[config.mk]
export PLATFORM = sky130hd
export DESIGN_NAME = p_u_bam_pipe
export DESIGN_NICKNAME = d
export VERILOG_FILES = /design/src/rtl/p_u_bam_pipe.sv
export SDC_FILE = /design/constraint.sdc
export NUM_CORES = 1
export LEC_CHECK = 0
export CAP_MARGIN = 10
export CELL_PAD_IN_SITES_DETAIL_PLACEMENT = 0
export CELL_PAD_IN_SITES_GLOBAL_PLACEMENT = 1
export CORE_MARGIN = 8
export CORE_UTILIZATION = 40
export DETAILED_ROUTE_END_ITERATION = 7
export PLACE_DENSITY_LB_ADDON = 0.1
export SKIP_LAST_GASP = 1
export SYNTH_ARGS = -nofsm -noshare
export SYNTH_HDL_FRONTEND = slang
export SYNTH_SLANG_ARGS = --single-unit
[constraint.sdc]
create_clock -name clk -period 1.54 [get_ports clk]
set_input_delay 0.308 -clock clk [delete_from_list [all_inputs] [get_ports clk]]
set_output_delay 0.308 -clock clk [all_outputs]
set_load 0.05 [all_outputs]
[src/rtl/p_u_bam_pipe.sv]
// Streaming unsigned broken-array multiplier: exact or row/column-truncated N x N product,
// carried through a global-stall valid/ready pipeline of PIPE_STAGES registers.
module p_u_bam_pipe #(
  parameter int N           = 8,
  parameter int H_CUT       = 4,
  parameter int V_CUT       = 10,
  parameter int PIPE_STAGES = 2
) (
  input  logic             clk,
  input  logic             rst_n,
  input  logic             in_valid,
  output logic             in_ready,
  input  logic [N-1:0]     in_a,
  input  logic [N-1:0]     in_b,
  input  logic             in_approx,
  output logic             out_valid,
  input  logic             out_ready,
  output logic [2*N-1:0]   out_p,
  output logic             out_approx,
  output logic             busy,
  output logic [15:0]      beat_cnt
);

  localparam int W = 2 * N;

  logic [PIPE_STAGES-1:0] v_r;
  logic [W-1:0]           p_r [PIPE_STAGES];
  logic                   approx_r [PIPE_STAGES];
  logic [15:0]            beat_cnt_r;
  logic                   advance_s;
  logic [W-1:0]           exact_s;
  logic [W-1:0]           approx_s;
  logic [W-1:0]           prod_s;

  // Constant per-row mask of kept multiplicand bits; zero bits let synthesis drop the pp gates.
  function automatic logic [N-1:0] keep_mask(input int j);
    logic [N-1:0] m;
    m = '0;
    for (int i = 0; i < N; i++) begin
      m[i] = (j >= H_CUT) && ((i + j) >= V_CUT);
    end
    return m;
  endfunction

  assign advance_s = !v_r[PIPE_STAGES-1] || out_ready;
  assign in_ready  = advance_s;

  assign exact_s = W'(in_a) * W'(in_b);

  // Truncated array: sum of masked rows, carries propagate exactly to the top column.
  always_comb begin
    approx_s = '0;
    for (int j = 0; j < N; j++) begin
      approx_s = approx_s + ((W'(in_a & keep_mask(j)) & {W{in_b[j]}}) << j);
    end
  end

  // Per-beat mode selection ahead of the first pipeline register.
  always_comb begin
    prod_s = '0;
    if (in_approx) begin
      prod_s = approx_s;
    end else begin
      prod_s = exact_s;
    end
  end

  // Pipeline stages: all shift together on advance, all hold otherwise.
  always_ff @(posedge clk or negedge rst_n) begin
    if (!rst_n) begin
      v_r <= '0;
      for (int s = 0; s < PIPE_STAGES; s++) begin
        p_r[s]      <= '0;
        approx_r[s] <= 1'b0;
      end
    end else if (advance_s) begin
      v_r[0]      <= in_valid;
      p_r[0]      <= prod_s;
      approx_r[0] <= in_approx;
      for (int s = 1; s < PIPE_STAGES; s++) begin
        v_r[s]      <= v_r[s-1];
        p_r[s]      <= p_r[s-1];
        approx_r[s] <= approx_r[s-1];
      end
    end
  end

  // Completed output handshakes, wrapping at 16 bits.
  always_ff @(posedge clk or negedge rst_n) begin
    if (!rst_n) begin
      beat_cnt_r <= 16'd0;
    end else if (v_r[PIPE_STAGES-1] && out_ready) begin
      beat_cnt_r <= beat_cnt_r + 16'd1;
    end
  end

  assign out_valid  = v_r[PIPE_STAGES-1];
  assign out_p      = p_r[PIPE_STAGES-1];
  assign out_approx = approx_r[PIPE_STAGES-1];
  assign busy       = |v_r;
  assign beat_cnt   = beat_cnt_r;

endmodule
==> results of run 1 <==
## worst reg2reg max path: stages (launching register included)
cell and delay [ns]:
dfrtp_2 0.43, nor2b_4 0.14, buf_4 0.15, and2_1 0.16, a41o_1 0.19, or3_1 0.35
## registers in the layout, indices dropped and copies added, names as in the netlist
name        flops
approx_r        1
out_approx      1
beat_cnt       16
v_r             2
p_r            16
out_p          16
## report_power, final
group | internal, mW | switching, mW
combinational | 3.35 | 3.13
clock | 0.776 | 0.519
sequential | 1.76 | 0.377
total | 5.89 | 4.02
## layout by cell type, fill, tap and decap left out, types with 3 or more instances in the layout
master / instances
nand2_1: 88
buf_4: 84
inv_1: 45
dfrtp_1: 43
buf_12: 36
fa_1: 35
and2_1: 34
ha_1: 30
buf_6: 22
and2_4: 18
ha_4: 15
xnor2_1: 14
inv_2: 10
dfrtp_2: 9
nor2_1: 8
xor2_1: 7
nand3b_1: 6
nor3_1: 6
and3_1: 5
a21o_1: 5
o21ai_2: 5
a21oi_1: 5
fa_2: 5
clkbuf_16: 5
nand3_1: 4
mux2i_1: 4
o21a_1: 4
o21ai_0: 4
a22o_1: 4
buf_2: 4
nand2_2: 3
nand4_1: 3
or3_1: 3
a21oi_2: 3
nor4_1: 3
buf_8: 3
## through the flow
stage	area (um2)	setup slack, ns
2_1_floorplan	4823	-2.311
3_3_place_gp	6361	-3.009
3_5_place_dp	6361	-3.090
4_1_cts	6668	-2.307
5_1_grt	6928	-2.345
6_report	6928	-2.222
## worst paths after layout
path / start / cells after the start / endpoint / slack, ns
max: in_a[1] / 15 / p_r[31] / -2.22
min: in_b[0] / 4 / p_r[16] / 0.46
max reg2reg: v_r[1] / 5 / p_r[31] / 0
min reg2reg: p_r[20] / 2 / p_r[20] / 0.47
max in group asynchronous: rst_n / 3 / p_r[31] / 0.49
min in group asynchronous: rst_n / 2 / beat_cnt[15] / 0.51
## cells by family (layout without fill, tap and decap cells)
family,after synthesis,in the layout,synth area share
AND/OR/NAND/NOR,198,198,0.2148
multiplexers,5,5,0.01116
XOR/XNOR,22,22,0.04192
flip-flops,52,52,0.2831
buffers and inverters,83,218,0.08193
AO/OA/AOI/OAI,47,47,0.07050
adder cells (fa/ha/maj),85,85,0.2967
## per-layer routing
metal	vias up	GRT usage
met3	9	0.02466
met4	0	0.02709
met2	54	0.2433
met5	-	0
met1	1823	0.2050
li1	1847	-
## layout make-up
type                    count  area share
clock inverters             3    0.006682
clock buffers               5     0.01806
flip-flops and latches     52      0.1895
well taps                 143     0.02583
multi-input cells         357      0.4822
repair buffers            154      0.2471
inverters                  56     0.03070
## repair_timing
item	4_1_cts	5_1_grt
endpoints found under the setup margin	15	16
gates resized for setup	104	51
hold buffers	1	0
pin swaps	42	52
buffers inserted	5	11
hold endpoints to repair	18	0
==> impl_results.md, run 1 <==
* Slowest CP cell: fa_1
* Crit path buffers/inverters at 4
* Mapped Area at approximately 4600 um2
* Via count at approximately 3700
* # diodes at 0
* CTS tree: yes
* Share of the synthesized area in the top cell type at 0.2831
* # IOs at 57
* Final Util at 0.6120
* Fin crit period at between 3 and 4 ns
* Worst-Skew Late Latency at approximately 0.3 ns
* Pwr/cell area at ~1400 nW/um2
* Vias/cell at roughly 4.8
* Fraction of registers with async set/reset at 1.000
* Row count at 39
* Crit-path most repeated cell: fa_1
* Leakage at ~3.5 nW
* Failing checks: negative setup slack
* Layout cells sized above 1 at 0.3907
* WHS at around 0.46 ns
* Area Overhead vs Synth at 50.71%
* Initial antenna violation count at 0
* Reg area at between 1000 and 1500 um2
* Largest net degree at the start of global routing at 35
* Max-slew headroom at 0.6928
* Die width at around 120 um
* Initial drt markers at 160
* Cell variety after synth at between 40 and 50
* Max incr delay on CP at 0.52 ns
* Yosys Warn Count at 0
* Highest metal used: met4
* Final Hold Viols at 0
* IO buf count at 56
* Placed Cells at ~750
* Status: complete, but fails checks
* Top cells by area, synth: dfrtp_1, fa_1, ha_1
* Die Area at 15180 um2
* Final worst slack at -2.222 ns
* Top FF cell, synth: dfrtp_1
* Core area at 11320 um2
* RePlAce Congestion at 0.7864
* Post-synthesis cell count at about 500
* Nets at 732
* Clk buf depth at 2
* Vias in the first global route at 3840
* Net count after synthesis at between 500 and 600
* Top delay family on crit path: adder cells
* Period utilization at 2.443
* Multi-input gate area at about 3300 um2
* Drt total wl at around 11 mm
* Post-synth EDFFs at 0
* Most numerous cell in the Yosys netlist: nand2_1
* H-tree levels at 2
* First-pass GRT wire length at 18.40 mm
* Met1 WL at a little over 5 mm
* Synth area leader: dfrtp_1
* TritonCTS Buffers at 5
* Worst path cell trace: buf_4 -> nand2_2 -> fa_1 -> fa_1 -> inv_1 -> fa_1 -> inv_1 -> fa_1 -> inv_2 -> ha_4 -> a21o_4 -> a221oi_4 -> o21bai_1 -> mux2i_1 -> or3_1
* Slew at the pin with the worst max-slew slack at between 0.4 and 0.5 ns
* Max Fanout on Critical Path at 5
* WL met2 at between 5 and 6 mm
* Startpoint types: input port
* Worst vdd ir at 1173 uV
* Chip Height at ~120 um
* GRT Residual Overflow at 0
* Drt drc at 0
* Layout Cells excl Fill at 770
* Hold Path Class: in2reg
* Seq/Total Area, Yosys at 0.2831
* Root Driver: clkbuf_16
* Initial cell density of the core at 0.4061
* CP required at 1.71 ns
* Synth Area per Inst at roughly 9.3 um2
* Pre-antenna DRT Iters at 4
* RSZ-0062 raised after global routing: yes
* Clock-pin slew on the worst setup and hold paths at approximately 0.070 ns
* CTS Sinks at 52
* DPL Wire Length at roughly 9.1 mm
* Met3 WL post-DR at between 400 and 500 um
* Pwr Total at between 9 and 10 mW
* Clk_skew at about 0.0055 ns
* Number of synthesized register bits at between 50 and 60
* Sum Neg Setup Slack at -23.65 ns
* Top post-synthesis cells by count: nand2_1, inv_1, and2_1, dfrtp_1, ha_1
* Data arrival time of the critical path at 3.93 ns
* Max-cap violation count at 0
* # fillers at about 1000
* Final Setup Violations at 13
* Antenna Nets Post-Route at 0
* Wire per inst at approximately 14 um
* CP endpoint kind: flop
* Highest Clock Rate at between 0.2 and 0.3 GHz
* Fin. max-slew vios at 0
* Kind of critical path: in2reg
* GR Util All Layers at 0.1488
Note: power is estimated with default switching activity, not from simulation.
==> inputs of run 2 (changes only) <==
--- a/config.mk
+++ b/config.mk
@@ -10,6 +10,7 @@
 export CELL_PAD_IN_SITES_GLOBAL_PLACEMENT = 1
 export CORE_MARGIN = 8
 export CORE_UTILIZATION = 40
+export CTS_CLUSTER_SIZE = 8
 export DETAILED_ROUTE_END_ITERATION = 7
 export PLACE_DENSITY_LB_ADDON = 0.1
 export SKIP_LAST_GASP = 1
==> results of run 2 <==
Final layout, timing and power as in run 1 (identical DEF).
==> RTL edit 1: new RTL, config.mk and constraints of run 1 <==
Set the parameter `N` to 9 (it was 8).
--- a/src/rtl/p_u_bam_pipe.sv
+++ b/src/rtl/p_u_bam_pipe.sv
@@ -3,3 +3,3 @@
 module p_u_bam_pipe #(
-  parameter int N           = 8,
+  parameter int N           = 9,
   parameter int H_CUT       = 4,
Ports: changed (resized in_a, in_b and out_p); port bits go from 57 to 61. The function was not compared with the original's and may differ.
==> RTL edit 1 against run 1 <==
The flow finishes with violations (negative hold slack, negative setup slack); power increased by 22%; synthesized area increased by 21%; cell area grew 19%; worst setup slack improved by 0.024 ns; routed wire length rose by 19%; critical path type unchanged; sequential cell count rose by 4; sequential power rose by 8%; combinational power increased by 34%.
==> RTL edit 1: results (changes against run 1) <==
Status:
- Result of the run: finished, violations left (unchanged).
- Violated checks: negative hold slack, negative setup slack (was negative setup slack).

Detailed routing:
- The detailed-router iteration count before antenna repair is 4 (unchanged).
- The detailed router's first-iteration violation count is 179 (was 160).
- The overall routed net length is 13.1 mm (was 11.0 mm).
- The number of vias per cell is 4.60 (was 4.85).
- The average wire length per cell after detail routing came to 13.9 µm (was 14.3 µm).

Placement:
- The post-detailed-placement half-perimeter wirelength is 10.9 mm (was 9.11 mm).
- The weighted congestion reported at the end of routability-driven placement is 0.866 (was 0.786).
- The cell count after placement is 908 (was 748).
- The number of port buffers is 60 (was 56).

Pwr:
- The leakage component of the power is 0.00418 µW (was 0.00345 µW).
- The peak supply drop is 0.000748 V (was 0.00117 V).

STA:
- The final worst slack is -2.20 ns (was -2.22 ns).
- The worst clock skew is 0.00697 ns (was 0.00550 ns).
- The final number of hold-violating endpoints is 6 (was 0).
- The relative max-transition margin is 0.640 (was 0.693).
- The minimum hold slack is -0.00418 ns (was 0.463 ns).
- The final setup violation count is 15 (was 13).

Layout:
- The net total in the final layout is 894 (was 732).
- The share of layout cells above drive strength 1 came to 0.390 (was 0.391).

Logic synthesis:
- The post-synthesis instance total was 613 (was 492).
- The net count after synthesis is 747 (was 598).
- Synth cell count leaders: nand2_1 (133), inv_1 (99), fa_1 (60) (was nand2_1 (93), inv_1 (56), and2_1 (52), dfrtp_1 (52), ha_1 (45)).
- Top area cells in the synthesized netlist: dfrtp_1 (25%), fa_1 (22%), ha_1 (11%), nand2_1 (9.0%), inv_1 (6.7%) (was dfrtp_1 (28%), fa_1 (17%), ha_1 (12%), nand2_1 (7.6%), and2_1 (7.1%)).
- The number of distinct standard cells referenced by the synthesized netlist is 50 (was 46).
- The sequential cell area fraction in the yosys report is 0.252 (was 0.283).

Worst setup path:
- The worst setup slack for register-to-register paths is 0.08 ns (was 0 ns).
- The capturing element of the worst setup path is p_r[35] (was p_r[31]).
- The launch instance of the worst register-to-register path is beat_cnt[0] (was v_r[1]).
- The worst reg2reg path endpoint is beat_cnt[7] (was p_r[31]).
- The data arrival time of the worst path is 3.91 ns (was 3.93 ns).

Global route:
- The pin count of the biggest net entering global routing is 32 (was 35).
- The via count of the first global-routing pass is 4668 (was 3840).
- The total routing usage reported by global routing is 0.153 (was 0.149).
- The first-pass GRT wire length was 22.8 mm (was 18.4 mm).

Min path:
- The class of the tightest hold or removal check was in2async (was in2reg).

Clock network:
- The total number of H-tree levels is 2 (unchanged).
[RTL edit 1: changes by cell type after synthesis, moves of 6 or more]
cell / change
nor3_1: -7
nand2_1: +40
ha_1: +6
inv_1: +43
and2_1: -10
clkbuf_1: +8
fa_1: +20
[RTL edit 1: power breakdown]
group,total [µW],internal (µW),switching (µW)
Sequential,2310,1920,393
Clock,1080,602,481
Combinational,8690,4490,4200
Total,12100,7010,5070
[RTL edit 1: cell families after synthesis]
logic type      Yosys count  synth area share
simple gates            221             0.189
xor+xnor                 30            0.0472
flops                    56             0.252
fa+ha+maj               111             0.330
buf+inv                 138             0.107
compound gates           55            0.0706
mux                       2           0.00382
[RTL edit 1: how the worst min path moves through the flow]
stage | endpoint | startpoint | cells past startpoint
CTS | beat_cnt[11] | rst_n | 1
finish | beat_cnt[11] | rst_n | 1
global placement | beat_cnt[12] | rst_n | 1
global route | beat_cnt[10] | rst_n | 1
detailed placement | beat_cnt[11] | rst_n | 1
floorplan | approx_r[1] | rst_n | 0
[RTL edit 1: stage by stage]
stage / setup TNS (ns) / util / cell area [µm²] / setup slack, ns
floorplan: -28.53 / - / 5950 / -2.28
global placement: -44.11 / 0.548 / 7520 / -3.00
detailed placement: -45.16 / 0.548 / 7520 / -3.03
CTS: -27.75 / 0.585 / 8020 / -2.34
global route: -28.39 / 0.602 / 8270 / -2.37
finish: -26.86 / 0.602 / 8270 / -2.20
[RTL edit 1: routing by layer]
| layer | track usage | part of all wire | vias to the layer above |
|---|---|---|---|
| li1 | - | - | 2167 |
| met1 | 0.196 | 0.46 | 2086 |
| met2 | 0.271 | 0.50 | 62 |
| met3 | 0.0206 | 0.025 | 9 |
| met4 | 0.0318 | 0.011 | 0 |
| met5 | 0 | 0 | - |
[RTL edit 1: repair_timing]
item | CTS | global route
setup endpoints to repair | 21 | 18
gates resized for setup | 158 | 58
pin swaps | 63 | 52
setup buffers | 19 | 11
[RTL edit 1: layout make-up]
type | count | area, µm²
inverters | 100 | 378
fillers | 1168 | 5450
clock buffers | 7 | 133
clock inverters | 1 | 5.00
repair buffers | 178 | 2020
flip-flops and latches | 56 | 1410
multi-input cells | 419 | 4100
well taps | 180 | 225
[RTL edit 1: worst max-delay path, stage by stage]
cell and delay, ns:
buf_4 0.12, nand2_2 0.07, fa_1 0.51, fa_1 0.49
inv_1 0.05, fa_1 0.52, inv_1 0.05, fa_1 0.48
inv_2 0.04, ha_4 0.21, and2_4 0.18, a221oi_4 0.40
buf_6 0.16, o41ai_4 0.07, xnor2_1 0.17, o21ai_1 0.07
==> RTL edit 2: new RTL, config.mk and constraints of run 1 <==
Without the edit above. Make the reset (`rst_n`) synchronous in 2 clocked blocks.
--- a/src/rtl/p_u_bam_pipe.sv
+++ b/src/rtl/p_u_bam_pipe.sv
@@ -68,3 +68,3 @@
   // Pipeline stages: all shift together on advance, all hold otherwise.
-  always_ff @(posedge clk or negedge rst_n) begin
+  always_ff @(posedge clk) begin
     if (!rst_n) begin
@@ -88,3 +88,3 @@
   // Completed output handshakes, wrapping at 16 bits.
-  always_ff @(posedge clk or negedge rst_n) begin
+  always_ff @(posedge clk) begin
     if (!rst_n) begin
Check against the original RTL: differs if rst_n is asserted again (counterexample within 4 cycles, from zero or initial values and one cycle with rst_n low); with rst_n held inactive, the same outputs for 10 cycles.
==> RTL edit 2 against run 1 <==
The flow still finishes with violations (negative setup slack); largest power group unchanged; cell area fell by 1.1%; worst setup slack got worse by 0.11 ns; synthesized area fell by 0.49%; cell count fell by 6.2%; critical path type unchanged; sequential cell count did not move; combinational power fell by 30%; clock skew fell by 0.0037 ns; power fell by 23%; routed wire length fell by 15%.
==> RTL edit 2: results (changes against run 1) <==
Worst setup path:
- The launching element of the worst setup path is in_b[4] (was in_a[1]).
- The data arrival time of the worst path is 3.90 ns (was 3.93 ns).
- The capturing element of the worst setup path is p_r[0][14] (was p_r[31]).
- The worst reg2reg path endpoint is beat_cnt[11] (was p_r[31]).
- The delay of the slowest cell on the worst path is 0.55 ns (was 0.52 ns).
- The worst setup slack for register-to-register paths was 0.11 ns (was 0 ns).

Logic synthesis:
- The fraction of synthesis flops using an asynchronous set or reset pin is 0 (was 1.00).
- Synth cell count leaders: inv_1 (65), and2_1 (63), ha_1 (45) (was nand2_1 (93), inv_1 (56), and2_1 (52), dfrtp_1 (52), ha_1 (45)).
- The average size of a mapped cell is 10.2 µm² (was 9.34 µm²).

Layout:
- The count of fill cells added during filler insertion is 976 (was 998).
- The number of non-clock buffers is 146 (was 154).
- The sequential cell area in the final layout is 1410 µm² (was 1310 µm²).
- The buffering overhead was 0.235 (was 0.247).
- The multi-input combinational gate total came to 309 (was 357).

Global route:
- The pin count of the biggest net entering global routing is 37 (was 35).
- The via count of the first global-routing pass was 3367 (was 3840).
- The met2 routing resource usage after global routing is 0.221 (was 0.243).
- The first-pass GRT wire length is 15.3 mm (was 18.4 mm).
- The total routing usage reported by global routing was 0.124 (was 0.149).
- The global routing met3 resource utilization is 0.0178 (was 0.0247).

Floorplanning:
- The overall die width is 123 µm (about the same).

STA:
- The worst clock skew is 0.00176 ns (was 0.00550 ns).
- The final sum of negative setup slack was -24.48 ns (was -23.65 ns).
- The final setup violation count is 14 (was 13).
- The final worst slack is -2.33 ns (was -2.22 ns).

Status:
- Result of the run: finished, violations left (unchanged).
- Violated checks: negative setup slack (unchanged).

Pwr:
- The leakage component of the power is 0.00331 µW (was 0.00345 µW).

Placement:
- The worst slack at placement was -3.21 ns (was -3.09 ns).
- The post-detailed-placement half-perimeter wirelength came to 7.86 mm (was 9.11 mm).
- The weighted congestion reported at the end of routability-driven placement came to 0.847 (was 0.786).

Min path:
- The class of the tightest hold or removal check is reg2reg (was in2reg).

Clock network:
- The later-pin clock latency in the skew report is 0.28 ns (was 0.30 ns).
[RTL edit 2: critical path: cells and delay by family]
family,cells,cell delay (ns)
adder cells (fa/ha/maj),5,2.16
AO/OA/AOI/OAI,5,0.92
buffers and inverters,3,0.21
XOR/XNOR,1,0.17
AND/OR/NAND/NOR,1,0.16
[RTL edit 2: where the power goes]
| part | leakage [µW] | internal, µW | total (µW) | switching (µW) |
|---|---|---|---|---|
| clock | 0.0000899 | 920 | 1360 | 443 |
| combinational | 0.00267 | 2470 | 4540 | 2070 |
| sequential | 0.000555 | 1690 | 1750 | 62.3 |
[RTL edit 2: how the worst min path moves through the flow]
stage            start        end  cells after the start
6_report        v_r[0]     v_r[0]                      2
5_1_grt        in_a[0]  p_r[0][0]                      3
4_1_cts         v_r[0]     v_r[0]                      2
3_5_place_dp    v_r[0]     v_r[0]                      2
3_3_place_gp    v_r[0]     v_r[0]                      2
2_1_floorplan   v_r[0]     v_r[0]                      2
[RTL edit 2: timing repair]
action / 4_1_cts / 5_1_grt
resized for setup: 91 / 73
pin swaps: 31 / 55
endpoints found under the hold margin: 0 / 0
buffers inserted: 5 / 8
setup endpoints to repair: 23 / 19
[RTL edit 2: cell families (layout without fill, tap and decap cells)]
group	Yosys count	count (layout)	synth area share
AOI/OAI and AO/OA	38	38	0.0632
buffers and inverters	89	218	0.0883
and+or+nand+nor	157	157	0.192
muxes	2	2	0.00438
adders and majority gates	85	85	0.298
xor gates and xnor gates	27	27	0.0517
DFF	52	52	0.302
[RTL edit 2: routing by layer]
| metal | share of wire | routed length [µm] |
|---|---|---|
| met4 | 0.0071 | 66 |
| met2 | 0.49 | 4610 |
| met1 | 0.46 | 4290 |
| met3 | 0.038 | 350 |
| met5 | 0 | 0 |
